<file path="config.mk">
export PLATFORM = sky130hd
export DESIGN_NAME = dac_play_ctrl
export DESIGN_NICKNAME = d
export VERILOG_FILES = /design/src/rtl/dac_play_ctrl.sv
export SDC_FILE = /design/constraint.sdc
export NUM_CORES = 1
export LEC_CHECK = 0
export ABC_AREA = 1
export BUFFER_PORTS_ARGS = -buffer_cell sky130_fd_sc_hd__buf_4
export CAP_MARGIN = 15
export CORE_ASPECT_RATIO = 1.4
export CORE_MARGIN = 2
export CORE_UTILIZATION = 40
export DETAILED_ROUTE_END_ITERATION = 16
export SLEW_MARGIN = 25
export SYNTH_ARGS = -nofsm -noshare
export SYNTH_HDL_FRONTEND = slang
export SYNTH_SLANG_ARGS = --single-unit
</file>
<file path="constraint.sdc">
create_clock -name clk -period 8.2 [get_ports clk]
set_input_delay 1.23 -clock clk [delete_from_list [all_inputs] [get_ports clk]]
set_output_delay 1.23 -clock clk [all_outputs]
set_load 0.02 [all_outputs]
</file>
<file path="src/rtl/dac_play_ctrl.sv">
// ============================================================================
// Module   : dac_play_ctrl
// Brief    : Playback controller. Loads a waveform from the Ethernet RX FIFO
//            into the DDR write FIFO, then streams it from the DDR read FIFO
//            to the DAC on each DAC request, once or in a loop.
// Revision : 1.0 - initial release
// ============================================================================
`default_nettype none

module dac_play_ctrl #(
    parameter int DATA_W     = 16,
    parameter int CLR_CYCLES = 10,
    parameter int CLR_PULSE  = 3
) (
    input  logic              clk,
    input  logic              reset,
    input  logic              start_play,
    input  logic              stop_play,
    input  logic [31:0]       set_play_num,
    input  logic              loop_en,
    input  logic              eth_rxfifo_empty,
    input  logic [DATA_W-1:0] eth_rxfifo_dout,
    output logic              eth_rxfifo_rdreq,
    input  logic              wrfifo_full,
    output logic              wrfifo_clr,
    output logic              wrfifo_wren,
    output logic [DATA_W-1:0] wrfifo_din,
    input  logic              rdfifo_empty,
    input  logic [DATA_W-1:0] rdfifo_dout,
    output logic              rdfifo_clr,
    output logic              rdfifo_rden,
    input  logic              dac_data_req,
    output logic [DATA_W-1:0] dac_data,
    output logic              dac_data_vld,
    output logic              play_busy,
    output logic              play_done_pulse,
    output logic              underrun_flag
);

    localparam int CLR_W = $clog2(CLR_CYCLES + 1);
    localparam logic [CLR_W-1:0] c_CLR_LAST  = CLR_W'(CLR_CYCLES - 1);
    localparam logic [CLR_W-1:0] c_CLR_PULSE = CLR_W'(CLR_PULSE);
    localparam logic [CLR_W-1:0] c_CLR_ONE   = CLR_W'(1);

    typedef enum logic [2:0] {
        S_IDLE   = 3'd0,
        S_WR_CLR = 3'd1,
        S_LOAD   = 3'd2,
        S_RD_CLR = 3'd3,
        S_PLAY   = 3'd4,
        S_DONE   = 3'd5
    } state_t;

    state_t            r_state;
    logic [31:0]       r_num;
    logic [CLR_W-1:0]  r_clr_cnt;
    logic [31:0]       r_req_cnt;
    logic [31:0]       r_wr_cnt;
    logic [31:0]       r_play_cnt;
    logic              r_wren;
    logic              r_rd_pend;
    logic              r_wrfifo_clr;
    logic              r_rdfifo_clr;
    logic [DATA_W-1:0] r_dac_data;
    logic              r_dac_vld;
    logic              r_underrun;

    logic              w_rdreq;
    logic              w_rden;
    logic [31:0]       w_rd_inflight;
    logic              w_wr_last;
    logic              w_play_last;
    logic [CLR_W-1:0]  w_clr_next;
    logic              w_clr_end;
    logic              w_clr_pulse_next;

    // The pending read is counted so a back-to-back request cannot over-read the last sample.
    assign w_rd_inflight    = {{31{1'b0}}, r_rd_pend};
    assign w_rdreq          = (r_state == S_LOAD) && !eth_rxfifo_empty && !wrfifo_full
                              && (r_req_cnt < r_num);
    assign w_rden           = (r_state == S_PLAY) && dac_data_req && !rdfifo_empty
                              && ((r_play_cnt + w_rd_inflight) < r_num);
    assign w_wr_last        = r_wren && ((r_wr_cnt + 32'd1) >= r_num);
    assign w_play_last      = r_rd_pend && ((r_play_cnt + 32'd1) >= r_num);
    assign w_clr_next       = r_clr_cnt + c_CLR_ONE;
    assign w_clr_end        = (r_clr_cnt == c_CLR_LAST);
    assign w_clr_pulse_next = !w_clr_end && (w_clr_next < c_CLR_PULSE);

    always_ff @(posedge clk or posedge reset) begin
        if (reset) begin
            r_state      <= S_IDLE;
            r_num        <= 32'd0;
            r_clr_cnt    <= '0;
            r_req_cnt    <= 32'd0;
            r_wr_cnt     <= 32'd0;
            r_play_cnt   <= 32'd0;
            r_wren       <= 1'b0;
            r_rd_pend    <= 1'b0;
            r_wrfifo_clr <= 1'b0;
            r_rdfifo_clr <= 1'b0;
            r_dac_data   <= '0;
            r_dac_vld    <= 1'b0;
            r_underrun   <= 1'b0;
        end else begin
            // Reads issued in the stop cycle are dropped; earlier ones still complete.
            r_wren    <= w_rdreq && !stop_play;
            r_rd_pend <= w_rden && !stop_play;
            r_dac_vld <= 1'b0;

            if (r_rd_pend) begin
                r_dac_data <= rdfifo_dout;
                r_dac_vld  <= 1'b1;
                r_play_cnt <= r_play_cnt + 32'd1;
            end
            if (w_rdreq) begin
                r_req_cnt <= r_req_cnt + 32'd1;
            end
            if (r_wren) begin
                r_wr_cnt <= r_wr_cnt + 32'd1;
            end
            if ((r_state == S_PLAY) && dac_data_req && rdfifo_empty) begin
                r_underrun <= 1'b1;
            end

            case (r_state)
                S_IDLE: begin
                    r_clr_cnt  <= '0;
                    r_req_cnt  <= 32'd0;
                    r_wr_cnt   <= 32'd0;
                    r_play_cnt <= 32'd0;
                    if (start_play && !stop_play && (set_play_num != 32'd0)) begin
                        r_num        <= set_play_num;
                        r_underrun   <= 1'b0;
                        r_wrfifo_clr <= 1'b1;
                        r_state      <= S_WR_CLR;
                    end
                end

                S_WR_CLR: begin
                    r_wrfifo_clr <= w_clr_pulse_next;
                    if (!w_clr_end) begin
                        r_clr_cnt <= w_clr_next;
                    end else if (!wrfifo_full) begin
                        r_clr_cnt <= '0;
                        r_state   <= S_LOAD;
                    end
                end

                S_LOAD: begin
                    if (w_wr_last) begin
                        r_clr_cnt    <= '0;
                        r_rdfifo_clr <= 1'b1;
                        r_state      <= S_RD_CLR;
                    end
                end

                S_RD_CLR: begin
                    r_rdfifo_clr <= w_clr_pulse_next;
                    if (!w_clr_end) begin
                        r_clr_cnt <= w_clr_next;
                    end else if (!rdfifo_empty) begin
                        r_clr_cnt <= '0;
                        r_state   <= S_PLAY;
                    end
                end

                S_PLAY: begin
                    if (w_play_last) begin
                        if (loop_en) begin
                            r_play_cnt   <= 32'd0;
                            r_clr_cnt    <= '0;
                            r_rdfifo_clr <= 1'b1;
                            r_state      <= S_RD_CLR;
                        end else begin
                            r_state <= S_DONE;
                        end
                    end
                end

                S_DONE: begin
                    r_state <= S_IDLE;
                end

                default: begin
                    r_state <= S_IDLE;
                end
            endcase

            if (stop_play && (r_state != S_IDLE)) begin
                r_state      <= S_IDLE;
                r_wrfifo_clr <= 1'b0;
                r_rdfifo_clr <= 1'b0;
            end
        end
    end

    assign eth_rxfifo_rdreq = w_rdreq;
    assign wrfifo_clr       = r_wrfifo_clr;
    assign wrfifo_wren      = r_wren;
    // Source data is valid the cycle after rdreq, exactly when the write enable is up.
    assign wrfifo_din       = r_wren ? eth_rxfifo_dout : '0;
    assign rdfifo_clr       = r_rdfifo_clr;
    assign rdfifo_rden      = w_rden;
    assign dac_data         = r_dac_data;
    assign dac_data_vld     = r_dac_vld;
    assign play_busy        = (r_state != S_IDLE);
    assign play_done_pulse  = (r_state == S_DONE);
    assign underrun_flag    = r_underrun;

endmodule

`default_nettype wire

</file>
==> results of run 1 <==
## area by class of cell
| cell class | count | area share [%] |
|---|---|---|
| Timing Repair Buffer | 119 | 6.19 |
| Clock inverter | 15 | 1.36 |
| Clock buffer | 17 | 2.95 |
| Multi-Input combinational cell | 1307 | 52.8 |
| Sequential cell | 157 | 27.2 |
| Inverter | 232 | 6.09 |
| Tap cell | 395 | 3.42 |
## flip-flops by register name, summed over array words and instances, names as in the netlist, 3 cells and up
name / cells
dac_data: 16
r_state: 3
r_num: 32
r_play_cnt: 32
r_req_cnt: 32
r_wr_cnt: 32
r_clr_cnt: 4
## worst max-delay path by stage
stage                          from  slack, ps     endpoint  cells past startpoint
after floorplan               reset       2740  dac_data[0]                      1
after global placement    r_rd_pend       3350  rdfifo_rden                     20
after detailed placement  r_rd_pend       3300  rdfifo_rden                     20
after CTS                 r_rd_pend       2790  rdfifo_rden                     20
after global routing      r_rd_pend       2530  rdfifo_rden                     20
final                     r_rd_pend       2810  rdfifo_rden                     20
## power by group through the flow
stage	Sequential (mW)	Clock [mW]	Combinational [mW]
2_1_floorplan	1.04	0	0.812
3_3_place_gp	1.02	0	1.30
3_5_place_dp	1.02	0	1.32
4_1_cts	1.00	0.874	1.32
5_1_grt	1.02	0.905	1.47
6_report	1.01	0.860	1.32
## cell families (layout without fill, tap and decap cells)
family	Yosys count	count (layout)	synth area share (%)
and+or+nand+nor	867	867	30.6
buffers and inverters	275	383	8.64
AOI/OAI and AO/OA	194	194	8.32
DFF	157	157	31.1
adders and majority gates	134	134	13.3
xor gates and xnor gates	112	112	8.06
## tightest hold or removal path, stage by stage (launching register included)
cell and delay (ps):
dfrtp_1 350, nand2_1 50, nand2_1 40
## metal layers
| layer | track usage, % | up-vias | wire (µm) |
|---|---|---|---|
| li1 | - | 5773 | - |
| met5 | 0 | - | 0 |
| met1 | 29.3 | 5495 | 16200 |
| met2 | 41.8 | 330 | 19200 |
| met3 | 3.72 | 72 | 1720 |
| met4 | 10.5 | 0 | 1480 |
## cells in the final DEF (no fill, tap or decap), types with 11 or more instances in the layout
master / n
o21ai_1: 23
dfrtp_1: 157
nand2_1: 477
clkbuf_16: 17
nand3_1: 77
nor4_1: 17
nor2_2: 20
nor3_1: 27
xnor2_1: 22
inv_1: 216
xor2_1: 85
nand4_1: 34
o21ai_0: 64
nor2_1: 161
buf_4: 119
ha_1: 134
nand2_2: 11
a21oi_1: 76
inv_2: 13
==> summary.md, run 1 <==
| Metric | Value |
|---|---|
| Setup ws final | `2810 ps` |
| CTS root buf | `clkbuf_16` |
| DR DRC count | `0` |
| Max FO, Critical Path | `45` |
| Clock Skews | `14.3 ps` |
| Post-Synthesis Net Count | `1946` |
| Reg clk slew, reported paths | `70 ps` |
| Avg Inst Size Synth | `7.26 µm²` |
| N_diodes | `0` |
| Final non-filler cell total | `2242` |
| Internal power | `1.75 mW` |
| Final hold violation count | `0` |
| Worst R2R Setup Slack | `4420 ps` |
| Crit path kind | `flip-flop to output pin` |
| P_sw | `1.43 mW` |
| Power, Total | `3.18 mW` |
| Cell Area, Placed | `13800 µm²` |
| Initial antenna violation count | `0` |
| Top-Level Pins | `114` |
| Final wirelength | `38600 µm` |
| Clock Power Share | `27.0%` |
| Sw frac | `45.0%` |
| CP Cell Sequence | `buf_4 -> ha_1 -> ha_1 -> nand2_1 -> nor2_1 -> inv_1 -> nor2_1 -> nand2_1 -> nor2_1 -> nand2_1 -> xor2_1 -> ha_1 -> nand2_1 -> nor2_1 -> nand4_1 -> nor4_1 -> nand2_1 -> nand2_1 -> inv_1 -> buf_4` |
| Worst Hold Class | `flip-flop to flip-flop` |
| CTS H-Tree Depth | `4` |
| Max Fclk | `0.186 GHz` |
| Routed len/inst | `17.2 µm` |
| Max-Cap Viols | `0` |
| Critical Path AT | `4160 ps` |
| Worst R2R Path Depth | `20` |
| P_leak | `7.59 nW` |
| Worst Max-Slew Pin Slew | `947 ps` |
| Vias in the first global route | `11427` |
| Post-Synthesis Cells | `1739` |
| Crit path top cell by count | `nand2_1` |
| Pre-CTS setup slack | `3300 ps` |
| Critical path's largest stage delay | `430 ps` |
| Req. time, crit path | `6970 ps` |
| Pwr dens | `220 nW/µm²` |
| Min-Delay Endpoint | `dac_data[11]` |
| Multi-input logic area | `7620 µm²` |
| Ys async rst share | `100%` |
| Sequential power share | `31.6%` |
| Hold Buf Count CTS | `0` |
| Final setup vio count | `0` |
| DRT antenna net count | `0` |
| Synth top area share | `31.1%` |
| Synth cell types | `54` |
| Most numerous cell in the Yosys netlist | `nand2_1` |
| Top FF cell, synth | `dfrtp_1` |
| Setup TNS Final | `0 ps` |
| Synth area leaders | `dfrtp_1 31%, nand2_1 14%, ha_1 13%` |
| Fin crit share | `65.7%` |
| Post-route cell area | `14400 µm²` |
| RSZ-0062 raised after global routing | `no` |
| CTS tree | `done` |
| WHS | `473 ps` |
| CTS Buffer Depth | `2` |
| Setup Buffers After CTS | `0` |
| Via-to-Cell Ratio | `5.21` |
| Register area share after synthesis | `31.1%` |
| Initial Util | `40.3%` |
| All-Layer GR Usage | `24.0%` |
| DIE AREA | `33000 µm²` |
| TritonRoute pass-1 iters | `5` |
| Grt ovf | `0` |
| CP delay by family, top | `simple AND/OR/NAND/NOR gates` |
| DP Cell Count | `2210` |
| Die H | `214 µm` |
| Largest area contributor in the netlist | `dfrtp_1` |
| Clock sinks | `157` |
| Clock latency on the worst-skew pair | `460 ps` |
| Post-CTS Resized | `0` |
| Layout Utilization | `46.1%` |
| Net count, final | `2041` |
| Port buffer count | `113` |
| FF+latch count, synth | `157` |
| Area delta synth->final | `14.3%` |
| Core Area | `31300 µm²` |
| Pin count of the biggest net entering global routing | `102` |
| Sequential Area | `3930 µm²` |
| Worst r2r src | `r_play_cnt[1]` |
| Synth warn | `0` |
| Worst Setup End Kind | `output pin` |
| Buf/Inv on CP | `4` |
| Fin crit period | `5390 ps` |
| Via Count | `11670` |
| Gate power share | `41.4%` |
| Post-synth EDFFs | `0` |
| Initial DRC count | `618` |
| CTS buffer count | `17` |
| First-pass GRT wire length | `61300 µm` |
| Die width | `154 µm` |
| Netlist Area Pre-Place | `12600 µm²` |
| Hpwl dp | `29700 µm` |
| Routability cong. | `0.956` |
| Layout fillers | `3192` |
| CP max-delay cell | `buf_4` |
| Maximum vdd drop | `0.000217 V` |
| Max-slew violations | `0` |
| Max_slew headroom | `36.8%` |
| Min-Delay Path Depth | `2` |
| FF-to-FF End | `r_play_cnt[28]` |
| Top cells by count, synth | `477 x nand2_1, 217 x inv_1, 161 x nor2_1` |
| Layout cells sized above 1 | `13.0%` |
| HP Start | `dac_data[11]` |
| Num rows | `77` |
| Critical path startpoint category | `flip-flop` |
| Status | `finished, final reports clean` |
Power figures use the tool's default switching activity.
==> run 2, diff against run 1 <==
==> constraint.sdc (replaced) <==
create_clock -name clk -period 5.5 [get_ports clk]
set_input_delay 0.825 -clock clk [delete_from_list [all_inputs] [get_ports clk]]
set_output_delay 0.825 -clock clk [all_outputs]
set_load 0.02 [all_outputs]
==> summary.md, run 2 (synthesis gave the netlist of run 1 again) <==
| Metric | Value |
|---|---|
| RSZ-0062 raised after global routing | `no` |
| Setup TNS Final | `0 ps (unchanged)` |
| Max-Cap Viols | `0 (unchanged)` |
| TritonRoute pass-1 iters | `7 (+2)` |
| Max_slew headroom | `39.5% (+2.7 points)` |
| Core Area | `31300 µm² (unchanged)` |
| First-pass GRT wire length | `61700 µm (+0.64%)` |
| Post-route cell area | `14500 µm² (+0.17%)` |
| Worst r2r src | `r_wr_cnt[0]` |
| Commonest non-fill, non-tap cell in the layout | `nand2_1` |
| Final setup vio count | `0 (unchanged)` |
| Req. time, crit path | `4680 ps (-2290 ps)` |
| Post-CTS Resized | `0 (unchanged)` |
| Routed len/inst | `17.1 µm (-0.96%)` |
| CTS H-Tree Depth | `4 (unchanged)` |
| Max Fclk | `0.221 GHz` |
| Layout cells sized above 1 | `13.1% (+0.040 points)` |
| Status | `finished, final reports clean` |
| CTS tree | `done` |
| Area delta synth->final | `14.5%` |
| Setup Buffers After CTS | `0 (unchanged)` |
| DR DRC count | `0 (unchanged)` |
| Initial Util | `40.3% (unchanged)` |
| Final wirelength | `38300 µm (-0.87%)` |
| Max-slew violations | `0 (unchanged)` |
| Worst R2R Path Depth | `19 (-5.0%)` |
| Pin count of the biggest net entering global routing | `62 (-39%)` |
| Pre-CTS setup slack | `1480 ps (-1820 ps)` |
| Worst Max-Slew Pin Slew | `907 ps (-39.5 ps)` |
| Cell Area, Placed | `13800 µm² (+0.14%)` |
| Routability cong. | `0.983 (+2.7%)` |
| CTS Buffer Depth | `2 (unchanged)` |
| Pwr dens | `331 nW/µm² (+50%)` |
| Critical path endpoint | `rdfifo_rden` |
| Worst Hold Class | `input pin to async pin` |
| FF-to-FF End | `r_clr_cnt[0]` |
| Setup ws final | `968 ps (-1840 ps)` |
| Grt ovf | `0 (unchanged)` |
| Final hold violation count | `0 (unchanged)` |
| Fin crit period | `4530 ps` |
| Critical path startpoint category | `flip-flop` |
| Net count, final | `2044 (+0.15%)` |
| Crit path kind | `flip-flop to output pin` |
| Fin crit share | `82.4%` |
| Hpwl dp | `29300 µm (-1.3%)` |
| Top-Level Pins | `114 (unchanged)` |
| Maximum vdd drop | `0.000210 V (-3.2%)` |
| WHS | `396 ps (-77.3 ps)` |
| Critical Path AT | `3710 ps (-450 ps)` |
| Worst R2R Setup Slack | `1850 ps (-2570 ps)` |
| P_leak | `7.60 nW (about the same)` |
| Clock latency on the worst-skew pair | `450 ps (about the same)` |
| Die H | `214 µm (unchanged)` |
| Hold Buf Count CTS | `0 (unchanged)` |
| Port buffer count | `113 (unchanged)` |
| Most frequent cells in the layout | `477 x nand2_1, 216 x inv_1, 161 x nor2_1` |
| Initial DRC count | `650 (+5.2%)` |
| CP Launch Point | `r_play_cnt[0]` |
| Via Count | `11614 (-0.48%)` |
| Clock sinks | `157 (unchanged)` |
| N_diodes | `0 (unchanged)` |
| Worst Setup End Kind | `output pin` |
| Max FO, Critical Path | `6 (-87%)` |
| CTS root buf | `clkbuf_16` |
| DRT antenna net count | `0 (unchanged)` |
| Num rows | `77 (unchanged)` |
| Initial antenna violation count | `0 (unchanged)` |
| All-Layer GR Usage | `23.9% (-0.085 points)` |
| CTS buffer count | `17 (unchanged)` |
| Clock Skews | `9.97 ps (-4.37 ps)` |
| Die width | `154 µm (unchanged)` |
| Power, Total | `4.78 mW (+50%)` |
| DIE AREA | `33000 µm² (unchanged)` |
| Via-to-Cell Ratio | `5.18 (-0.57%)` |
| Reg clk slew, reported paths | `70 ps (about the same)` |
| Vias in the first global route | `11612 (+1.6%)` |
==> run 2: worst min path at each step <==
| stage | endpoint | slack, ps | depth (start not counted) |
|---|---|---|---|
| 4_1_cts | dac_data_vld | 420 | 2 |
| 2_1_floorplan | dac_data_vld | 380 | 0 |
| 6_report | dac_data_vld | 400 | 2 |
| 5_1_grt | dac_data_vld | 440 | 2 |
| 3_3_place_gp | dac_data[2] | 460 | 2 |
| 3_5_place_dp | dac_data[3] | 460 | 2 |
==> run 2: cell type report <==
type	count	area [µm²]
clock inverter	12	186
sequential	157	3930
tap	395	494
timing repair buffer	122	916
clock buffer	19	443
inverter	232	877
fill	3143	16900
multi-input combinational	1307	7610
==> run 2: metal layers <==
metal	global-route usage, %	part of all wire (%)	up-vias
li1	-	-	5788
met1	28.9	42	5429
met2	42.3	50	332
met3	3.66	4.8	65
met4	9.88	3.7	0
met5	0	0	-
==> run 2: report_power, final <==
part | leakage [nW] | total [mW] | internal, mW | switching (mW)
Combinational | 5.25 | 1.97 | 0.571 | 1.40
Sequential | 2.05 | 1.50 | 1.35 | 0.151
Clock | 0.297 | 1.31 | 0.775 | 0.532
Total | 7.60 | 4.78 | 2.70 | 2.08
==> run 2: worst max-delay path: stages (launching register included) <==
cell	delay [ps]
dfrtp_1	410
ha_1	240
ha_1	210
nand2_1	80
nor2_1	100
inv_1	130
nor2_1	190
nand2_1	160
nor3_1	240
xor2_1	210
ha_1	260
nand2_1	80
nor2_1	50
a211oi_1	180
a21oi_1	100
a211oi_1	230
nand2_1	180
inv_1	90
buf_4	130
==> run 2: per-stage QoR <==
stage               utilization, %  std cells
floorplan                        -       1739
global placement              44.2       2213
detailed placement            44.2       2213
CTS                           46.2       2244
global route                  46.2       2244
finish                        46.2       2244
==> run 3, diff against run 2 <==
==> constraint.sdc (replaced) <==
create_clock -name clk -period 4.3 [get_ports clk]
set_input_delay 0.645 -clock clk [delete_from_list [all_inputs] [get_ports clk]]
set_output_delay 0.645 -clock clk [all_outputs]
set_load 0.02 [all_outputs]
==> summary.md, run 3 (synthesis gave the netlist of run 1 again) <==
| Metric | Value |
|---|---|
| Status | `finished, final reports clean` |
| Clock sinks | `157 (unchanged)` |
| Met3 WL | `1450 µm (-20%)` |
| Clock Skews | `16.6 ps (+6.59 ps)` |
| Max Fclk | `0.248 GHz` |
| DIE AREA | `33000 µm² (unchanged)` |
| WHS | `164 ps (-232 ps)` |
| CTS buffer count | `17 (unchanged)` |
| Via-to-Cell Ratio | `5.18 (about the same)` |
| Sequential Area | `3930 µm² (about the same)` |
| Area delta synth->final | `15.4%` |
| Net count, final | `2049 (+0.24%)` |
| Port buffer count | `113 (unchanged)` |
| Die width | `154 µm (unchanged)` |
| DP Cell Count | `2214 (+0.045%)` |
| CTS H-Tree Depth | `4 (unchanged)` |
| DR DRC count | `0 (unchanged)` |
| Met1 WL | `16100 µm (+1.1%)` |
| RSZ-0062 raised after global routing | `no` |
| Pwr dens | `424 nW/µm² (+28%)` |
| Critical path startpoint category | `flip-flop` |
| Worst Max-Slew Pin Slew | `939 ps (+31.5 ps)` |
| Critical Path AT | `3390 ps (-320 ps)` |
| Initial antenna violation count | `0 (unchanged)` |
| Vias in the first global route | `11264 (-3.0%)` |
| Top-Level Pins | `114 (unchanged)` |
| Routed len/inst | `17.1 µm (+0.29%)` |
| Layout Utilization | `46.6% (+0.38 points)` |
| Maximum vdd drop | `0.000268 V (+28%)` |
| Layout cells sized above 1 | `13.9% (+0.82 points)` |
| Max-Cap Viols | `0 (unchanged)` |
| Max FO, Critical Path | `4 (-2)` |
| First-pass GRT wire length | `60300 µm (-2.2%)` |
| Most frequent cells in the layout | `476 x nand2_1, 216 x inv_1, 157 x nor2_1` |
| CTS tree | `done` |
| P_leak | `7.63 nW (+0.50%)` |
| Max-slew violations | `0 (unchanged)` |
| Die H | `214 µm (unchanged)` |
| CTS root buf | `clkbuf_16` |
| Fin crit period | `4040 ps` |
| Setup TNS Final | `0 ps (unchanged)` |
| TritonRoute pass-1 iters | `7 (unchanged)` |
| Final hold violation count | `0 (unchanged)` |
| Req. time, crit path | `3650 ps (-1030 ps)` |
| Fin crit share | `93.8%` |
| Power, Total | `6.18 mW (+29%)` |
| Initial Util | `40.3% (unchanged)` |
| Post-route cell area | `14600 µm² (+0.81%)` |
| Via Count | `11649 (+0.30%)` |
| Crit path kind | `flip-flop to output pin` |
| CTS Buffer Depth | `2 (unchanged)` |
| Max Used Layer | `met4` |
| Clock latency on the worst-skew pair | `460 ps (about the same)` |
| Core Area | `31300 µm² (unchanged)` |
| Routability cong. | `0.923 (-6.1%)` |
| Reg clk slew, reported paths | `70 ps (about the same)` |
| Commonest non-fill, non-tap cell in the layout | `nand2_1` |
| Pre-CTS setup slack | `577 ps (-902 ps)` |
| Num rows | `77 (unchanged)` |
| Hpwl dp | `29500 µm (+0.72%)` |
| All-Layer GR Usage | `23.7% (-0.27 points)` |
| Setup ws final | `265 ps (-703 ps)` |
| Worst Hold Class | `input pin to async pin` |
| Initial DRC count | `609 (-6.3%)` |
| Final non-filler cell total | `2250 (+0.27%)` |
| Final wirelength | `38500 µm (+0.56%)` |
| Cell Area, Placed | `13900 µm² (+0.23%)` |
| Worst Setup End Kind | `output pin` |
| DRT antenna net count | `0 (unchanged)` |
| Max_slew headroom | `37.4% (-2.1 points)` |
| Grt ovf | `0 (unchanged)` |
| Multi-input logic area | `7650 µm² (+0.48%)` |
| Pin count of the biggest net entering global routing | `89 (+44%)` |
| Layout fillers | `3165 (+0.70%)` |
| Routed wl met2 | `18800 µm (-1.5%)` |
| Final setup vio count | `0 (unchanged)` |
| N_diodes | `0 (unchanged)` |
==> run 3: cell count changes in the layout (fill, tap and decap cells not counted), sizes merged <==
cell	before	now
clkinv	4	6
clkbuf	19	20
inv	233	231
clkinvlp	3	2
buf	122	127
bufinv	4	5
==> run 3: area by class of cell <==
type / instances / area share, %
tap: 395 / 3.39
clock buffer: 20 / 3.00
clock inverter: 12 / 1.44
sequential: 157 / 27.0
multi-input combinational: 1307 / 52.5
timing repair buffer: 127 / 6.71
inverter: 232 / 6.01
==> run 3: path summary, 6_finish.rpt <==
check	start	endpoint	slack [ps]	cells after the start
setup reg to reg	r_play_cnt[1]	r_play_cnt[13]	570	20
setup / recovery	r_play_cnt[0]	rdfifo_rden	260	16
max in group asynchronous	reset	r_req_cnt[19]	3340	3
hold / removal	reset	r_wr_cnt[23]	160	2
hold reg to reg	dac_data[5]	dac_data[5]	480	2
min in group clk	rdfifo_dout[15]	dac_data[15]	380	3
==> run 3: metal layers <==
layer,vias to the layer above,global-route usage [%]
li1,5798,-
met2,312,40.3
met3,96,3.19
met4,0,13.3
met5,-,0
met1,5443,28.7
==> run 3: power by group <==
| group | switching, mW | total [mW] | internal, mW |
|---|---|---|---|
| clock | 0.690 | 1.73 | 1.04 |
| combinational | 1.80 | 2.53 | 0.731 |
| sequential | 0.190 | 1.92 | 1.73 |
| total | 2.68 | 6.18 | 3.50 |
==> run 3: critical path, stage by stage (launching register included) <==
cell	delay, ps
dfrtp_1	380
ha_2	220
nand3_4	90
nor2_2	140
nand2_1	140
nor3_4	300
nand3_2	120
xor2_1	160
ha_1	310
a21oi_1	180
nor2_1	70
a211oi_2	150
a21oi_1	90
a211oi_1	220
nand2_1	170
inv_1	80
buf_4	130
==> run 3: what timing repair did <==
action                     4_1_cts  5_1_grt
buffers inserted                 0        4
setup endpoints to repair        0        1
gates resized for setup          0       12
hold endpoints to repair         0        0
hold buffers                     0        0
